[config.mk]
export PLATFORM = sky130hd
export DESIGN_NAME = lane_scatter_ctrl
export DESIGN_NICKNAME = d
export VERILOG_FILES = /design/src/rtl/scenic_pkg.sv /design/src/rtl/lane_scatter_ctrl_out_reg.sv /design/src/rtl/lane_scatter_ctrl.sv
export SDC_FILE = /design/constraint.sdc
export NUM_CORES = 1
export LEC_CHECK = 0
export CORE_ASPECT_RATIO = 0.75
export CORE_UTILIZATION = 25
export CTS_CLUSTER_DIAMETER = 50
export DETAILED_ROUTE_END_ITERATION = 10
export HOLD_SLACK_MARGIN = 0.1
export SKIP_LAST_GASP = 1
export SYNTH_ARGS = -nofsm -noshare
export SYNTH_HDL_FRONTEND = slang
export SYNTH_HIERARCHICAL = 1
export SYNTH_SLANG_ARGS = --single-unit
[constraint.sdc]
create_clock -name clk -period 3.4 [get_ports clk]
set_input_delay 0.51 -clock clk [delete_from_list [all_inputs] [get_ports clk]]
set_output_delay 0.51 -clock clk [all_outputs]
set_load 0.05 [all_outputs]
[src/rtl/scenic_pkg.sv]
// Shared types and defaults for the lane scatter sequencing stage.
package scenic_pkg;

    typedef enum logic [2:0] {IDLE, RUN, PAD, DRAIN, DONE} scatter_state_t;

    localparam int DEFAULT_NUM_LANES  = 15;
    localparam int DEFAULT_DATA_WIDTH = 8;

endpackage

[src/rtl/lane_scatter_ctrl_out_reg.sv]
// Single-entry output register in front of the demux: holds data/sel until the
// selected lane is ready, then emits a one-hot write strobe for that lane.
module scatter_out_reg #(
    parameter int NUM_LANES  = 15,
    parameter int DATA_WIDTH = 8,
    parameter int SEL_W      = $clog2(NUM_LANES)
) (
    input  logic                  clk,
    input  logic                  rst_n,
    input  logic                  load,
    input  logic [DATA_WIDTH-1:0] load_data,
    input  logic [SEL_W-1:0]      load_sel,
    input  logic [NUM_LANES-1:0]  lane_ready,
    output logic [DATA_WIDTH-1:0] dmx_data,
    output logic [SEL_W-1:0]      dmx_sel,
    output logic [NUM_LANES-1:0]  lane_we,
    output logic                  pending,
    output logic                  fire
);

    assign fire = pending && lane_ready[dmx_sel];

    always_ff @(posedge clk or negedge rst_n) begin
        if (!rst_n) begin
            dmx_data <= '0;
            dmx_sel  <= '0;
            pending  <= 1'b0;
        end else if (load) begin
            dmx_data <= load_data;
            dmx_sel  <= load_sel;
            pending  <= 1'b1;
        end else if (fire) begin
            pending  <= 1'b0;
        end
    end

    always_comb begin
        lane_we = '0;
        if (fire) lane_we[dmx_sel] = 1'b1;
    end

endmodule

[src/rtl/lane_scatter_ctrl.sv]
// Round-robin byte scatter in front of the 1-to-N demux, with zero-padding of a
// short final row. Optional statistics outputs under LANE_SCATTER_STATS_EN.
module lane_scatter_ctrl
    import scenic_pkg::*;
#(
    parameter int NUM_LANES  = DEFAULT_NUM_LANES,
    parameter int DATA_WIDTH = DEFAULT_DATA_WIDTH,
    parameter int SEL_W      = $clog2(NUM_LANES)
) (
    input  logic                  clk,
    input  logic                  rst_n,
    input  logic                  start,
    input  logic                  s_valid,
    output logic                  s_ready,
    input  logic [DATA_WIDTH-1:0] s_data,
    input  logic                  s_last,
    input  logic [NUM_LANES-1:0]  lane_ready,
    output logic [DATA_WIDTH-1:0] dmx_data,
    output logic [SEL_W-1:0]      dmx_sel,
    output logic [NUM_LANES-1:0]  lane_we,
    output logic                  busy,
    output logic                  done
`ifdef LANE_SCATTER_STATS_EN
    ,
    output logic [15:0]           frame_cnt,
    output logic [SEL_W-1:0]      pad_cnt
`endif
);

    scatter_state_t        state_q, state_d;
    logic [SEL_W-1:0]      ptr_q, ptr_d, ptr_next;
    logic                  last_lane;
    logic                  pending, fire, can_load;
    logic                  load, pad_load;
    logic [DATA_WIDTH-1:0] load_data;

    // A byte transfers when s_valid && s_ready; s_ready never depends on s_valid.
    assign can_load  = !pending || fire;
    assign last_lane = (ptr_q == SEL_W'(NUM_LANES - 1));
    assign ptr_next  = last_lane ? '0 : ptr_q + SEL_W'(1);
    assign busy      = (state_q != IDLE);

    always_ff @(posedge clk or negedge rst_n) begin
        if (!rst_n) begin
            state_q <= IDLE;
            ptr_q   <= '0;
        end else begin
            state_q <= state_d;
            ptr_q   <= ptr_d;
        end
    end

    always_comb begin
        state_d   = state_q;
        ptr_d     = ptr_q;
        load      = 1'b0;
        pad_load  = 1'b0;
        load_data = '0;
        s_ready   = 1'b0;
        done      = 1'b0;
        case (state_q)
            IDLE: begin
                if (start) begin
                    state_d = RUN;
                    ptr_d   = '0;
                end
            end
            RUN: begin
                s_ready = can_load;
                if (s_valid && can_load) begin
                    load      = 1'b1;
                    load_data = s_data;
                    ptr_d     = ptr_next;
                    if (s_last) state_d = last_lane ? DRAIN : PAD;
                end
            end
            PAD: begin
                // Zero bytes fill out the rest of the current row only.
                if (can_load) begin
                    load     = 1'b1;
                    pad_load = 1'b1;
                    ptr_d    = ptr_next;
                    if (last_lane) state_d = DRAIN;
                end
            end
            DRAIN: begin
                if (fire) state_d = DONE;
            end
            DONE: begin
                done    = 1'b1;
                state_d = IDLE;
            end
            default: state_d = IDLE;
        endcase
    end

    scatter_out_reg #(
        .NUM_LANES (NUM_LANES),
        .DATA_WIDTH(DATA_WIDTH),
        .SEL_W     (SEL_W)
    ) u_out_reg (
        .clk       (clk),
        .rst_n     (rst_n),
        .load      (load),
        .load_data (load_data),
        .load_sel  (ptr_q),
        .lane_ready(lane_ready),
        .dmx_data  (dmx_data),
        .dmx_sel   (dmx_sel),
        .lane_we   (lane_we),
        .pending   (pending),
        .fire      (fire)
    );

`ifdef LANE_SCATTER_STATS_EN
    logic [SEL_W-1:0] pad_acc;

    always_ff @(posedge clk or negedge rst_n) begin
        if (!rst_n) begin
            frame_cnt <= '0;
            pad_cnt   <= '0;
            pad_acc   <= '0;
        end else begin
            if (state_q == IDLE && start) pad_acc <= '0;
            else if (pad_load)            pad_acc <= pad_acc + SEL_W'(1);
            if (state_q == DONE) begin
                pad_cnt <= pad_acc;
                if (frame_cnt != 16'hFFFF) frame_cnt <= frame_cnt + 16'd1;
            end
        end
    end
`endif

endmodule

# Yosys cells after proc, flatten, opt, wreduce, memory -nomap -nowiden
# Cells that the tools add are included.
word_totals:
  register_bits: 20
  inputBits: 28
  elab_cells: 57
classes:
  add_sub_neg: 1
  n_lt_le_gt_ge: 2
  n_eq_ne: 11
  n_mux: 27
  n_reduce_logical: 11
op_table:
  columns: ["op", "count"]
  rows:
  - ["2-to-1 mux 3 bit", 6]
  - ["2-to-1 mux 4 bit", 4]
  - ["2-to-1 mux 8 bit", 2]
  - ["2-to-1 mux 15 bit", 1]
  - ["inequality test 2 bit, second input constant", 6]
  - ["one-hot mux 3 bit (4 select lines)", 1]
  - ["one-hot mux 4 bit (3 select lines)", 1]
  - ["2-to-1 mux 1 bit", 9]
  - ["equality test 3 x 2 -> 1 bit, second input constant", 2]
  - ["AND reduction 6 bit", 1]
  - ["nonzero test 3 bit", 2]
  - ["< comparator 4 x 5 -> 1 bit, second input constant", 1]
  - ["adder 4 x 1 -> 4 bit, second input constant", 1]
  - ["binary-select mux 1 bit (select 4 bit)", 1]
  - ["demux 1 bit (select 4 bit)", 1]
  - ["equality test 4 bit, second input constant", 1]
  - ["greater-or-equal comparator 4 x 1 -> 1 bit, second input constant", 1]
  - ["AND reduction 4 bit", 1]
  - ["equality test 3 x 1 -> 1 bit, second input constant", 1]
  - ["equality test 3 bit, second input constant", 1]
  - ["logical AND 1 bit", 3]
  - ["logical NOT 3 bit", 1]
  - ["one-hot mux 1 bit (2 select lines)", 1]
  - ["nonzero test 2 bit", 1]
  - ["other kinds (2)", 2]

# Logic depth before layout (Yosys ltp)
logic_depth:
  word_depth: 8
  mapped_depth: 10

# Hierarchy
# Netlist, hierarchy kept.
modules_own_cells:
  columns: ["module", "instances", "cells_each", "area_each_um2", "seq_area_each_um2"]
  rows:
  - ["scatter_out_reg", 1, 72, 837.1, 325.3]
  - ["lane_scatter_ctrl", 1, 67, 563.0, 175.2]

# Least setup slack after synthesis
# No wires, ideal clock.
synth_path:
  kind: "flip-flop to output port"
  from: "reg u_out_reg.dmx_sel[3]"
  to: "out s_ready"
  arrival_time_ps: 2560
  slack_ps: 330
  stages_incl_launch_ff: 8
  n_path_buf: 1
  path_cell_list: "dfrtp_1 buf_6 and2b_2 a22oi_1 a41oi_2 nor2b_1 nor2b_1 nor3_2"
synth_via:
  elab_chain_cells: 5
synth_rtl:
  columns: ["item", "line_no", "text"]
  rows:
  - ["from (decl)", "lane_scatter_ctrl_out_reg.sv:15", "output logic [SEL_W-1:0] dmx_sel,"]
  - ["from (signal assigned)", "lane_scatter_ctrl_out_reg.sv:30", "dmx_sel <= load_sel;"]
  - ["binary-select mux 1 bit (select 4 bit)", "lane_scatter_ctrl_out_reg.sv:21", "assign fire = pending && lane_ready[dmx_sel];"]
  - ["2-to-1 mux 1 bit (implied by the code)", "lane_scatter_ctrl_out_reg.sv:21", null]
  - ["logical AND 1 bit", "lane_scatter_ctrl_out_reg.sv:21", null]
  - ["via fire", "lane_scatter_ctrl.sv:33", "logic pending, fire, can_load;"]
  - ["logical OR 1 bit", "lane_scatter_ctrl.sv:38", "assign can_load = !pending || fire;"]
  - ["2-to-1 mux 1 bit", "lane_scatter_ctrl.sv:61", "case (state_q)"]
  - ["to (decl)", "lane_scatter_ctrl.sv:14", "output logic s_ready,"]
# The timed path passes the listed nets, and every way through them passes these cells. The select of a mux whose other input is x is not followed.

# Worst setup path in the final report
layout_path:
  from: "in lane_ready[8]"
  to: "out s_ready"
layout_via:
  elab_chain_cells: 5
layout_rtl:
  columns: ["item", "line_no", "text"]
  rows:
  - ["from (decl)", "lane_scatter_ctrl.sv:17", "input logic [NUM_LANES-1:0] lane_ready,"]
  - ["binary-select mux 1 bit (select 4 bit)", "lane_scatter_ctrl_out_reg.sv:21", null]
  - ["2-to-1 mux 1 bit (implied by the code)", "lane_scatter_ctrl_out_reg.sv:21", null]
  - ["logical AND 1 bit", "lane_scatter_ctrl_out_reg.sv:21", null]
  - ["via fire", "lane_scatter_ctrl.sv:33", null]
  - ["logical OR 1 bit", "lane_scatter_ctrl.sv:38", null]
  - ["2-to-1 mux 1 bit", "lane_scatter_ctrl.sv:61", null]
# The timed path passes the listed nets, and every way through them passes these cells. The select of a mux whose other input is x is not followed.

==> out/qor.yml <==
status: "completed"
start_util: 0.260
holdCritPathClass: "flip-flop to flip-flop"
dr.first_iter.drc_count: 49
fmax_mhz: 315
use_met1: 0.176
postCtsSetupRepairBufs: 0
synth_most_common_cell: "nor2_1"
rsz0062_at_grt: "no"
power_density_nw_per_um2: 869
synth_edf_count: 0
clk_path_buf_depth: 2
grt-busiest-layer: "met2"
relSlewSlack: 0.378
syn_nets: 169
fin_setup_tns_ns: 0
drv_cap: 0
portBuffers: 57
gr-total-overflow: 0
n_antenna_cell: 0
routed_wl_um: 3550
fp.dieW_um: 88.4
grt_usage: 0.126
r2r-end: "u_out_reg/dmx_data[3]"
hpwlAfterDp_um: 2740
cts_inserted_buffers: 3
crit_fanout: 9
critPathKind: "primary input to primary output"
die-area_sq_um: 5910
multi_input_area_sq_um: 842
synth_seq_cells: 20
fin_nets: 229
drc_errors: 0
fp.dieH_um: 66.8
htreeDepth: 1
finalHoldViolCount: 0
required_ns: 2.89
yosysTopAreaCell: "dfrtp_1"
fillCellCount: 541
io_pins: 58
worst_pin_slew_ns: 0.928
synthTopCellsByArea: "dfrtp_1 (36%), mux2_2 (9.7%), nor2_1 (5.6%), mux4_2 (4.8%), and3_1 (3.6%)"
clock-sinks: 20
grt_pass1_vias: 1162
drt_pass1_iterations: 4
startpoint_type: "primary input"
synth_commonest_cells: "nor2_1 (21), dfrtp_1 (20), mux2_2 (12)"
synth_area_sq_um: 1400
fin_skew_ns: 0.00561
hold_end: "u_out_reg/dmx_data[7]"
finalCritPeriodShare: 0.934
whs_ns: 0.507
tritoncts: "yes"
via_per_inst: 4.70
fin_area_sq_um: 2120
ir_worst_vdd_mv: 0.381
postPlaceCellArea_sq_um: 2040
reg2regPathDepth: 8
worstPathArrival_ns: 2.67
grt_pass1_wl_um: 5640
avgSynthCellArea_sq_um: 10.1
ant_nets: 0
whs_path_depth: 1
setup_violations: 0
yosys_warnings: 6
core_area_sq_um: 5380
end_kind: "primary output"
syn2layout_area_growth_pct: 51.6
clkLatencyLatePin_ns: 0.26
grt_use_met3: 0.0434
reg2reg_from: "u_out_reg/dmx_sel[3]"
ys_types: 45
rrSetupSlack_ns: 0.46
grt_use_met2: 0.188
antenna_found_initial: 0
timing.final.crit_period_ns: 3.18
clk_pin_slew_ns: 0.07
netlist.area_leader.share: 0.357
synthArstFlopShare: 1.00
grt_max_degree: 21
syn_inst: 139
cts-root-buf: "clkbuf_8"
ys.flop_type: "dfrtp_1"
report.final.slew_viol_count: 0
routabilityCongestion: 0.817
drive_gt1_frac: 0.182
seqCellArea_sq_um: 500
vias: 1283
fp-row-count: 23
synth-seq-area-share: 0.357
hold_path_startpoint: "u_out_reg/dmx_data[7]"
wl_per_cell_um: 13.0
leakage_uw: 0.000879
postCtsHoldBufs: 0
## stage by stage
stage	setup slack, ns	power, uW	util	instances
3_3_place_gp	0.137	1600	0.380	269
2_1_floorplan	0.330	1300	-	139
5_1_grt	0.0760	1970	0.394	273
4_1_cts	0.178	1850	0.393	273
6_report	0.224	1840	0.394	273
3_5_place_dp	0.0578	1610	0.380	269
## critical path, cell delays in order
cell and delay, ns:
clkdlybuf4s50_1 0.44, mux4_1 0.52, a22o_1 0.23, a41oi_2 0.20, nor2b_1 0.13, nor2b_1 0.33
nor3_4 0.13, buf_12 0.17
## how the worst max path moves through the flow
stage	startpoint	endpoint	depth (start not counted)
floorplan	u_out_reg/dmx_sel[3]	s_ready	7
global placement	lane_ready[6]	u_out_reg/dmx_sel[3]	8
detailed placement	lane_ready[6]	u_out_reg/dmx_data[1]	8
CTS	lane_ready[6]	s_ready	8
global route	lane_ready[5]	u_out_reg/dmx_sel[0]	8
finish	lane_ready[8]	s_ready	8
## sequential cells by signal, indices dropped and copies added (netlist names)
signal              flops
u_out_reg/dmx_sel       4
u_out_reg/pending       1
u_out_reg/dmx_data      8
state_q                 3
ptr_q                   4
## cells by family (layout without fill, tap and decap cells)
group,count (synthesis),after routing,share of synthesized area
and+or+nand+nor,71,71,0.290
DFF,20,20,0.357
AOI/OAI and AO/OA,19,19,0.101
muxes,19,19,0.185
buffers and inverters,8,67,0.0492
adders and majority gates,2,2,0.0179
## repair_timing
item	in CTS	in global routing
endpoints found under the hold margin	0	0
gates resized for setup	0	1
endpoints found under the setup margin	0	1
## routing by layer
metal  up-vias  part of all wire  routed length [um]
li1        627                 -                   -
met1       609              0.48                1710
met2        45              0.43                1530
met3         2             0.081                 288
met4         0            0.0031                  11
met5         -                 0                   0
## layout by cell type (no fill, tap or decap), drive strengths merged, types with 2 or more instances in the layout
cell           Yosys  layout
mux2              12      12
buf                3       4
nor3               5       5
nand3b             6       6
o21ai              6       6
nor2b              3       3
or3                2       2
dfrtp             20      20
nand2b             2       2
nand3              7       7
inv                3       3
nand2              8       8
and3               8       8
mux4               4       4
and2b              3       3
clkdlybuf4s50      0      56
clkbuf             2       3
nor2              21      21
ha                 2       2
mux2i              3       3
a21oi              3       3
## where the power goes
group | internal [uW] | total, uW | switching [uW]
clock network | 157 | 235 | 77.4
registers | 327 | 458 | 131
logic | 501 | 1150 | 650
## final cells by class
type | instances | share of cell area
sequential | 20 | 0.236
multi-input combinational | 111 | 0.397
inverter | 3 | 0.00531
timing repair buffer | 60 | 0.284
clock inverter | 1 | 0.0142
clock buffer | 3 | 0.0195
tap | 75 | 0.0442
Note: power is estimated with default switching activity, not from simulation.
